<file path="config.mk">
export PLATFORM = sky130hd
export DESIGN_NAME = sq_deq_ctrl
export DESIGN_NICKNAME = d
export VERILOG_FILES = /design/src/rtl/sq_deq_ctrl.sv
export SDC_FILE = /design/constraint.sdc
export NUM_CORES = 1
export LEC_CHECK = 0
export CELL_PAD_IN_SITES_DETAIL_PLACEMENT = 1
export CELL_PAD_IN_SITES_GLOBAL_PLACEMENT = 2
export CORE_ASPECT_RATIO = 0.5
export CORE_UTILIZATION = 25
export CTS_BUF_LIST = sky130_fd_sc_hd__clkbuf_4 sky130_fd_sc_hd__clkbuf_8 sky130_fd_sc_hd__clkbuf_16
export CTS_CLUSTER_DIAMETER = 80
export DETAILED_ROUTE_END_ITERATION = 10
export HOLD_SLACK_MARGIN = 0.08
export PLACE_DENSITY_LB_ADDON = 0.1
export SYNTH_ARGS = -nofsm -noshare
export SYNTH_HDL_FRONTEND = slang
export SYNTH_SLANG_ARGS = --single-unit
</file>
<file path="constraint.sdc">
create_clock -name clock -period 2.8 [get_ports clock]
set_clock_uncertainty 0.15 [all_clocks]
set_input_delay 0.56 -clock clock [delete_from_list [all_inputs] [get_ports clock]]
set_output_delay 0.56 -clock clock [all_outputs]
set_load 0.03 [all_outputs]
</file>
<file path="src/rtl/sq_deq_ctrl.sv">
// sq_deq_ctrl -- in-order store queue dequeue controller.
//
// Watches the entry at the head of the store queue. Once that entry is valid
// and committed, its payload is latched. It is then sent either to the dcache
// or to the MMIO bus, depending on the entry's MMIO flag. The controller
// waits for the completion, gives a one-cycle release pulse to the entry and
// moves the head pointer forward. Only one store is outstanding at a time.
//
// Ports
//   clock, reset_n            clock (rising edge), async active-low reset
//   flush                     pipeline flush: head_ptr returns to 0 and the
//                             in-flight store is abandoned; if the store was
//                             already accepted, the controller drains its
//                             response first
//   entry_ready_vec           per-entry valid & committed
//   entry_mmio_vec            per-entry MMIO flag
//   head_addr/data/mask       payload of the entry at the head index
//   head_ls_size              access size of the entry at the head index
//   head_ptr                  oldest-entry pointer, MSB is the wrap bit
//   issuing_vec               one-hot release pulse to the head entry
//   dc_req_* / dc_resp_valid  dcache store request / completion
//   mmio_req_* / mmio_resp_*  MMIO bus request / completion
//   busy                      controller is not idle
module sq_deq_ctrl #(
  parameter int DEPTH = 8,
  parameter int PTR_W = $clog2(DEPTH)
) (
  input  logic             clock,
  input  logic             reset_n,
  input  logic             flush,
  input  logic [DEPTH-1:0] entry_ready_vec,
  input  logic [DEPTH-1:0] entry_mmio_vec,
  input  logic [63:0]      head_addr,
  input  logic [63:0]      head_data,
  input  logic [63:0]      head_mask,
  input  logic [3:0]       head_ls_size,
  output logic [PTR_W:0]   head_ptr,
  output logic [DEPTH-1:0] issuing_vec,
  output logic             dc_req_valid,
  input  logic             dc_req_ready,
  output logic [63:0]      dc_req_addr,
  output logic [63:0]      dc_req_data,
  output logic [63:0]      dc_req_mask,
  output logic [3:0]       dc_req_size,
  input  logic             dc_resp_valid,
  output logic             mmio_req_valid,
  input  logic             mmio_req_ready,
  input  logic             mmio_resp_valid,
  output logic             busy
);

  typedef enum logic [2:0] {
    IDLE,
    DC_REQ,
    DC_WAIT,
    MMIO_REQ,
    MMIO_WAIT,
    DRAIN
  } state_t;

  state_t           state_reg, state_next;
  logic [PTR_W:0]   head_reg, head_next;
  logic [63:0]      addr_reg, data_reg, mask_reg;
  logic [3:0]       size_reg;
  // Kind of the store in flight. DRAIN uses it to know which response to wait for.
  logic             mmio_reg;
  logic             capture;
  logic             release_head;
  logic             drain_resp;
  logic [PTR_W-1:0] head_idx;

  assign head_idx   = head_reg[PTR_W-1:0];
  assign drain_resp = mmio_reg ? mmio_resp_valid : dc_resp_valid;

  always_comb begin
    state_next     = state_reg;
    head_next      = head_reg;
    capture        = 1'b0;
    release_head   = 1'b0;
    dc_req_valid   = 1'b0;
    mmio_req_valid = 1'b0;
    case (state_reg)
      IDLE: begin
        if (flush) begin
          head_next = '0;
        end else if (entry_ready_vec[head_idx]) begin
          capture    = 1'b1;
          state_next = entry_mmio_vec[head_idx] ? MMIO_REQ : DC_REQ;
        end
      end
      DC_REQ: begin
        dc_req_valid = 1'b1;
        if (flush) begin
          // If the request is accepted on the flush cycle, a response is
          // still coming and must be drained.
          head_next  = '0;
          state_next = dc_req_ready ? DRAIN : IDLE;
        end else if (dc_req_ready) begin
          state_next = DC_WAIT;
        end
      end
      MMIO_REQ: begin
        mmio_req_valid = 1'b1;
        if (flush) begin
          head_next  = '0;
          state_next = mmio_req_ready ? DRAIN : IDLE;
        end else if (mmio_req_ready) begin
          state_next = MMIO_WAIT;
        end
      end
      DC_WAIT: begin
        if (flush) begin
          // A response on the flush cycle completes the drain at once.
          head_next  = '0;
          state_next = dc_resp_valid ? IDLE : DRAIN;
        end else if (dc_resp_valid) begin
          release_head = 1'b1;
          head_next    = head_reg + {{PTR_W{1'b0}}, 1'b1};
          state_next   = IDLE;
        end
      end
      MMIO_WAIT: begin
        if (flush) begin
          head_next  = '0;
          state_next = mmio_resp_valid ? IDLE : DRAIN;
        end else if (mmio_resp_valid) begin
          release_head = 1'b1;
          head_next    = head_reg + {{PTR_W{1'b0}}, 1'b1};
          state_next   = IDLE;
        end
      end
      DRAIN: begin
        // head_ptr is already 0 here, so a repeated flush changes nothing.
        if (drain_resp) begin
          state_next = IDLE;
        end
      end
      default: state_next = IDLE;
    endcase
  end

  always_ff @(posedge clock or negedge reset_n) begin
    if (!reset_n) begin
      state_reg <= IDLE;
      head_reg  <= '0;
      addr_reg  <= '0;
      data_reg  <= '0;
      mask_reg  <= '0;
      size_reg  <= '0;
      mmio_reg  <= 1'b0;
    end else begin
      state_reg <= state_next;
      head_reg  <= head_next;
      if (capture) begin
        addr_reg <= head_addr;
        data_reg <= head_data;
        mask_reg <= head_mask;
        size_reg <= head_ls_size;
        mmio_reg <= entry_mmio_vec[head_idx];
      end
    end
  end

  // Release pulse decode. release_head is only raised when flush is low.
  for (genvar gi = 0; gi < DEPTH; gi++) begin : g_issue
    assign issuing_vec[gi] = release_head && (head_idx == PTR_W'(gi));
  end

  assign head_ptr    = head_reg;
  assign dc_req_addr = addr_reg;
  assign dc_req_data = data_reg;
  assign dc_req_mask = mask_reg;
  assign dc_req_size = size_reg;
  assign busy        = (state_reg != IDLE);

endmodule

</file>
==> out/qor.csv, run 1 <==
metric;value;unit
num rows;46;
largest net degree at the start of global routing;61;
Synth-to-Final Area Change;69.3;%
vias in the first global route;6692;
CP max FO;5;
Max VDD drop;446;uV
placed inst area;0.0131;mm2
initial antenna violation count;2;
Routed Wire Length;27800;um
period utilization;0.958;
CTS tree;yes;
Flop pwr share;0.304;
Seq/Total Area, Yosys;0.626;
Clock power frac;0.169;
hold endpoint;dc_req_data[41]$_DFFE_PN0P_;
cell area after layout;0.0138;mm2
fin crit period;2680;ps
grt total ovfl;0;
Syn Std Cell Area;0.00815;mm2
Cell Pwr Density;1250;mW/mm2
area leader, netlist;dfrtp_1;
Final setup violation count;0;
Tot Pwr;17.2;mW
synthesized flop and latch total;204;
fill cell count;3291;
reg2reg path depth;6;
Placement Setup Slack;82.1;ps
FFs w/ async S/R, synth;1.00;
combinational power share;0.527;
Detailed Place HPWL;21500;um
most common cell in the synthesized netlist;dfrtp_1;
Synth cell types;39;
Pins Over Slew Limit;0;
Leak Pwr;5.79;nW
Final WS setup;118;ps
Post-Synthesis Cells;510;
final hold violations;0;
IO Count;430;
Synth Net Count;735;
Slew HR;0.550;
Final Net Count;1190;
sw power;6.94;mW
reg2reg start;head_ptr[0]$_DFFE_PN0P_;
Clk Latency, worst-skew pair;510;ps
synthesized area per cell;16.0;um2
ANT nets after route;0;
Data arrival, critical path;1970;ps
DR pass1 iterations;4;
Die Footprint;0.0334;mm2
top cell type's share of synthesized area;0.626;
CTS Buf Count;22;
worst hold path cell count;1;
EDFF count, synth;0;
ys flop type;dfrtp_1;
Starting Density;0.256;
Worst Setup Path Type;flop to output pin;
CORE AREA;0.0319;mm2
worst flop-to-flop path endpoint;dc_req_addr[36]$_DFFE_PN0P_;
DRC;0;
Hold Crit Class;flop to flop;
vias;5940;
measured slew at the worst slew-check pin;657;ps
Pint;10.3;mW
TritonCTS Sinks;204;
FF-to-FF setup slack;450;ps
1st-iter DRT viols;153;
die width;257;um
top cells by area, synth;dfrtp_1 (63%), mux2_1 (16%), mux2_2 (11%), buf_6 (1.4%), ha_1 (0.92%);
min-delay src;dc_req_data[41]$_DFFE_PN0P_;
first-pass GRT wire length;41700;um
Net Sw Frac;0.403;
CTS max path bufs;3;
Peak Freq;0.373;GHz
GP Congestion;0.800;
clock slew at reported path FFs;60;ps
outcome;complete, no violations;
YS warnings;0;
CP Capture Type;output pin;
number of port buffers;429;
global-route usage over all layers;0.164;
max cap viols;0;
DR WL/cell;19.7;um
worst path required time;2090;ps
vias per cell;4.21;
crit start category;flop;
Post-synth top cells;dfrtp_1 (204), mux2_1 (118), mux2_2 (79), buf_2 (11), buf_6 (10);
ratio of cells with drive above 1 in the final layout;0.165;
clk root buf;clkbuf_16;
die height;130;um
CTS H-tree depth;1;
==> cell families (layout without fill, tap and decap cells) <==
logic type	after synthesis	in the layout	synth area share
compound gates	23	23	0.0221
xor+xnor	1	1	0.00107
fa+ha+maj	6	6	0.00921
buf+inv	35	502	0.0284
flops	204	204	0.626
mux	206	206	0.286
other cells	0	2	0
simple gates	35	35	0.0266
==> power groups by stage <==
stage	Sequential [mW]	Clock, mW	Combinational [mW]
2_1_floorplan	8.11	0	2.05
3_3_place_gp	5.23	0	9.09
3_5_place_dp	5.30	0	9.16
4_1_cts	5.27	3.06	9.19
5_1_grt	5.46	3.16	9.52
6_report	5.23	2.91	9.07
==> worst max-delay path by stage <==
stage / start / depth (start not counted) / endpoint
after floorplan: flush / 5 / issuing_vec[0]
after global placement: dc_resp_valid / 6 / issuing_vec[4]
after detailed placement: dc_resp_valid / 6 / issuing_vec[4]
after CTS: state_reg[0]$_DFFE_PN0P_ / 3 / mmio_req_valid
after global routing: state_reg[1]$_DFFE_PN0P_ / 6 / issuing_vec[6]
final: state_reg[2]$_DFFE_PN0P_ / 4 / busy
==> per-layer routing <==
layer  wire, um  global-route usage  vias up
met5          0                   0        -
met4        692              0.0452        0
met2      16000               0.322      132
met3       1290              0.0407       40
li1           -                   -     2710
met1       9850               0.175     3058
==> cell type report <==
cell class / count / area [um2] / share of cell area
clock buffers: 30 / 629 / 0.0456
clock inverters: 6 / 70.1 / 0.00508
repair buffers: 459 / 4610 / 0.334
flip-flops and latches: 204 / 5110 / 0.370
well taps: 432 / 541 / 0.0392
multi-input cells: 271 / 2810 / 0.204
inverters: 7 / 26.3 / 0.00190
diodes: 2 / 5.00 / 0.000363
==> cell usage in the layout, fill, tap and decap left out, types with 4 or more instances in the layout <==
cell / instances
dfrtp_1: 201
clkbuf_8: 4
ha_1: 6
buf_12: 8
clkdlybuf4s50_1: 418
mux2_2: 79
and3_1: 7
and2_1: 4
clkbuf_16: 22
mux2_1: 118
mux2i_1: 7
clkbuf_4: 5
buf_4: 29
inv_1: 7
nand2b_1: 5
nor2_1: 5
==> critical path: stages, from the launching register on <==
cell	delay, ps
dfrtp_2	430
buf_4	160
nor3_2	140
inv_1	110
clkdlybuf4s50_1	610
==> metrics by stage <==
stage,hold WS (ps),util,instances,setup TNS (ps)
floorplan,114,-,510,0
global route,354,0.433,1411,-1.72
CTS,345,0.432,1405,0
finish,336,0.433,1411,0
detailed placement,330,0.409,1368,0
global placement,325,0.409,1368,0
==> timing repair <==
item | CTS | global route
endpoints found under the hold margin | 34 | 0
setup endpoints to repair | 9 | 9
buffers inserted | 0 | 4
gates resized for setup | 4 | 2
hold buffers | 1 | 0
Note: power is estimated with default switching activity, not from simulation.
==> run 2: changes to the inputs <==
--- a/config.mk
+++ b/config.mk
@@ -8,6 +8,7 @@
 export CELL_PAD_IN_SITES_DETAIL_PLACEMENT = 1
 export CELL_PAD_IN_SITES_GLOBAL_PLACEMENT = 2
 export CORE_ASPECT_RATIO = 0.5
+export CORE_MARGIN = 2
 export CORE_UTILIZATION = 25
 export CTS_BUF_LIST = sky130_fd_sc_hd__clkbuf_4 sky130_fd_sc_hd__clkbuf_8 sky130_fd_sc_hd__clkbuf_16
 export CTS_CLUSTER_DIAMETER = 80
==> out/qor.csv, run 2 (synthesis results as in run 1) <==
metric;value;unit;change
outcome;complete, no violations;;
max cap viols;0;;unchanged
IO Count;430;;unchanged
Die Footprint;0.0341;mm2;+2.3%
Detailed Place HPWL;21700;um;+0.97%
Routed Wire Length;27800;um;about the same
CORE AREA;0.0319;mm2;unchanged
vias in the first global route;6791;;+1.5%
TritonCTS Sinks;204;;unchanged
Final Net Count;1190;;unchanged
1st-iter DRT viols;191;;+25%
GP Congestion;0.806;;+0.84%
Leak Pwr;5.80;nW;+0.15%
die width;259;um;+0.78%
DR pass1 iterations;4;;unchanged
CTS Buf Count;21;;-4.5%
Hold Crit Class;flop to flop;;
vias;5965;;+0.42%
critical path buffer and inverter count;3;;unchanged
CP max FO;8;;+3
vias per cell;4.23;;+0.49%
first-pass GRT wire length;42400;um;+1.6%
utilization after layout;0.434;;+0.00137
Worst path top cell family by delay;buffers and inverters;;
Max VDD drop;499;uV;+12%
clk root buf;clkbuf_16;;
die height;132;um;+1.5%
Pins Over Slew Limit;0;;unchanged
Synth-to-Final Area Change;69.9;%;
most frequent cells in the layout;clkdlybuf4s50_1 (418), dfrtp_1 (201), mux2_1 (118);;
final hold violations;0;;unchanged
grt total ovfl;0;;unchanged
period utilization;0.955;;-0.00310
worst path required time;2090;ps;about the same
CP startpoint;state_reg[2]$_DFFE_PN0P_;;
DR WL/cell;19.7;um;+0.11%
Data arrival, critical path;1960;ps;about the same
initial antenna violation count;1;;-1
Clk Latency, worst-skew pair;500;ps;about the same
CTS max path bufs;3;;unchanged
Worst Setup Path Type;flop to output pin;;
Placement Setup Slack;121;ps;+38.6 ps
slowest stage delay, CP;620;ps;about the same
clock slew at reported path FFs;60;ps;about the same
ANT nets after route;0;;unchanged
reg2reg start;head_ptr[0]$_DFFE_PN0P_;;
Peak Freq;0.374;GHz;+0.33%
Starting Density;0.256;;unchanged
num rows;46;;unchanged
slowest library cell on the worst path;clkdlybuf4s50_1;;
min-delay src;dc_req_data[40]$_DFFE_PN0P_;;
number of port buffers;429;;unchanged
ratio of cells with drive above 1 in the final layout;0.165;;unchanged
commonest non-fill, non-tap cell in the layout;clkdlybuf4s50_1;;
measured slew at the worst slew-check pin;572;ps;-85.1 ps
CP Cell Sequence;buf_4 > nor3_2 > inv_1 > clkdlybuf4s50_1;;
CP Capture Type;output pin;;
global-route usage over all layers;0.163;;-0.000313
Final setup violation count;0;;unchanged
Slew HR;0.609;;+0.0582
fin crit period;2670;ps;-8.69 ps
largest net degree at the start of global routing;58;;-4.9%
CTS H-tree depth;1;;unchanged
DRC;0;;unchanged
crit start category;flop;;
Cell Pwr Density;1240;mW/mm2;-0.34%
Final WS setup;127;ps;+8.69 ps
CTS tree;yes;;
run 2: changes by cell type in the layout (fill, tap and decap cells not counted), sizes merged:
cell,change
clkinv,-4
buf,+1
dlymetal6s2s,-1
clkbuf,+3
diode,-1
dlygate4sd2,+1
run 2: area by class of cell:
class,instances,area [um2]
Clock buffer,33,653
Fill cell,3266,18000
Sequential cell,204,5110
Timing Repair Buffer,460,4660
Multi-Input combinational cell,271,2810
Tap cell,432,541
Inverter,7,26.3
Antenna cell,1,2.50
Clock inverter,2,38.8
run 2: worst paths after layout:
kind	cells past startpoint	slack, ps	end
worst min-delay path	1	340	dc_req_data[40]$_DFFE_PN0P_
min in group asynchronous	2	440	dc_req_mask[1]$_DFFE_PN0P_
worst min register to register	1	340	dc_req_data[40]$_DFFE_PN0P_
worst max register to register	6	470	dc_req_addr[58]$_DFFE_PN0P_
max in group asynchronous	3	1380	dc_req_mask[37]$_DFFE_PN0P_
worst max-delay path	4	130	busy
run 2: per-layer routing:
metal | vias to the layer above | routed length [um] | global-route usage
met3 | 36 | 1300 | 0.0403
met1 | 3075 | 9720 | 0.168
met2 | 139 | 16100 | 0.324
li1 | 2715 | - | -
met4 | 0 | 750 | 0.0453
met5 | - | 0 | 0
run 2: worst register-to-register path, cell delays in order (launching register included):
cell	delay, ps
dfrtp_1	630
mux2i_1	310
nand3_1	170
nand4_4	170
buf_12	160
buf_4	250
mux2_2	370
run 2: power breakdown:
part	switching (mW)	total, mW	internal, mW
Clock	1.18	2.87	1.69
Sequential	0.792	5.24	4.45
Combinational	4.93	9.10	4.17
Total	6.90	17.2	10.3
run 2: through the flow:
stage               power, mW  instance area, um2  TNS (ps)  instances  hold slack, ps
CTS                      17.5               13800         0       1403             345
floorplan                10.2                8150         0        510             114
detailed placement       14.5               13100         0       1367             330
finish                   17.2               13800         0       1410             338
global route             18.1               13800     -12.6       1410             359
global placement         14.3               13100         0       1367             323
run 2: what timing repair did:
item / CTS / global route
gates resized for setup: 3 / 2
buffers inserted: 0 / 6
hold buffers: 1 / 0
endpoints found under the setup margin: 2 / 9
endpoints found under the hold margin: 52 / 0
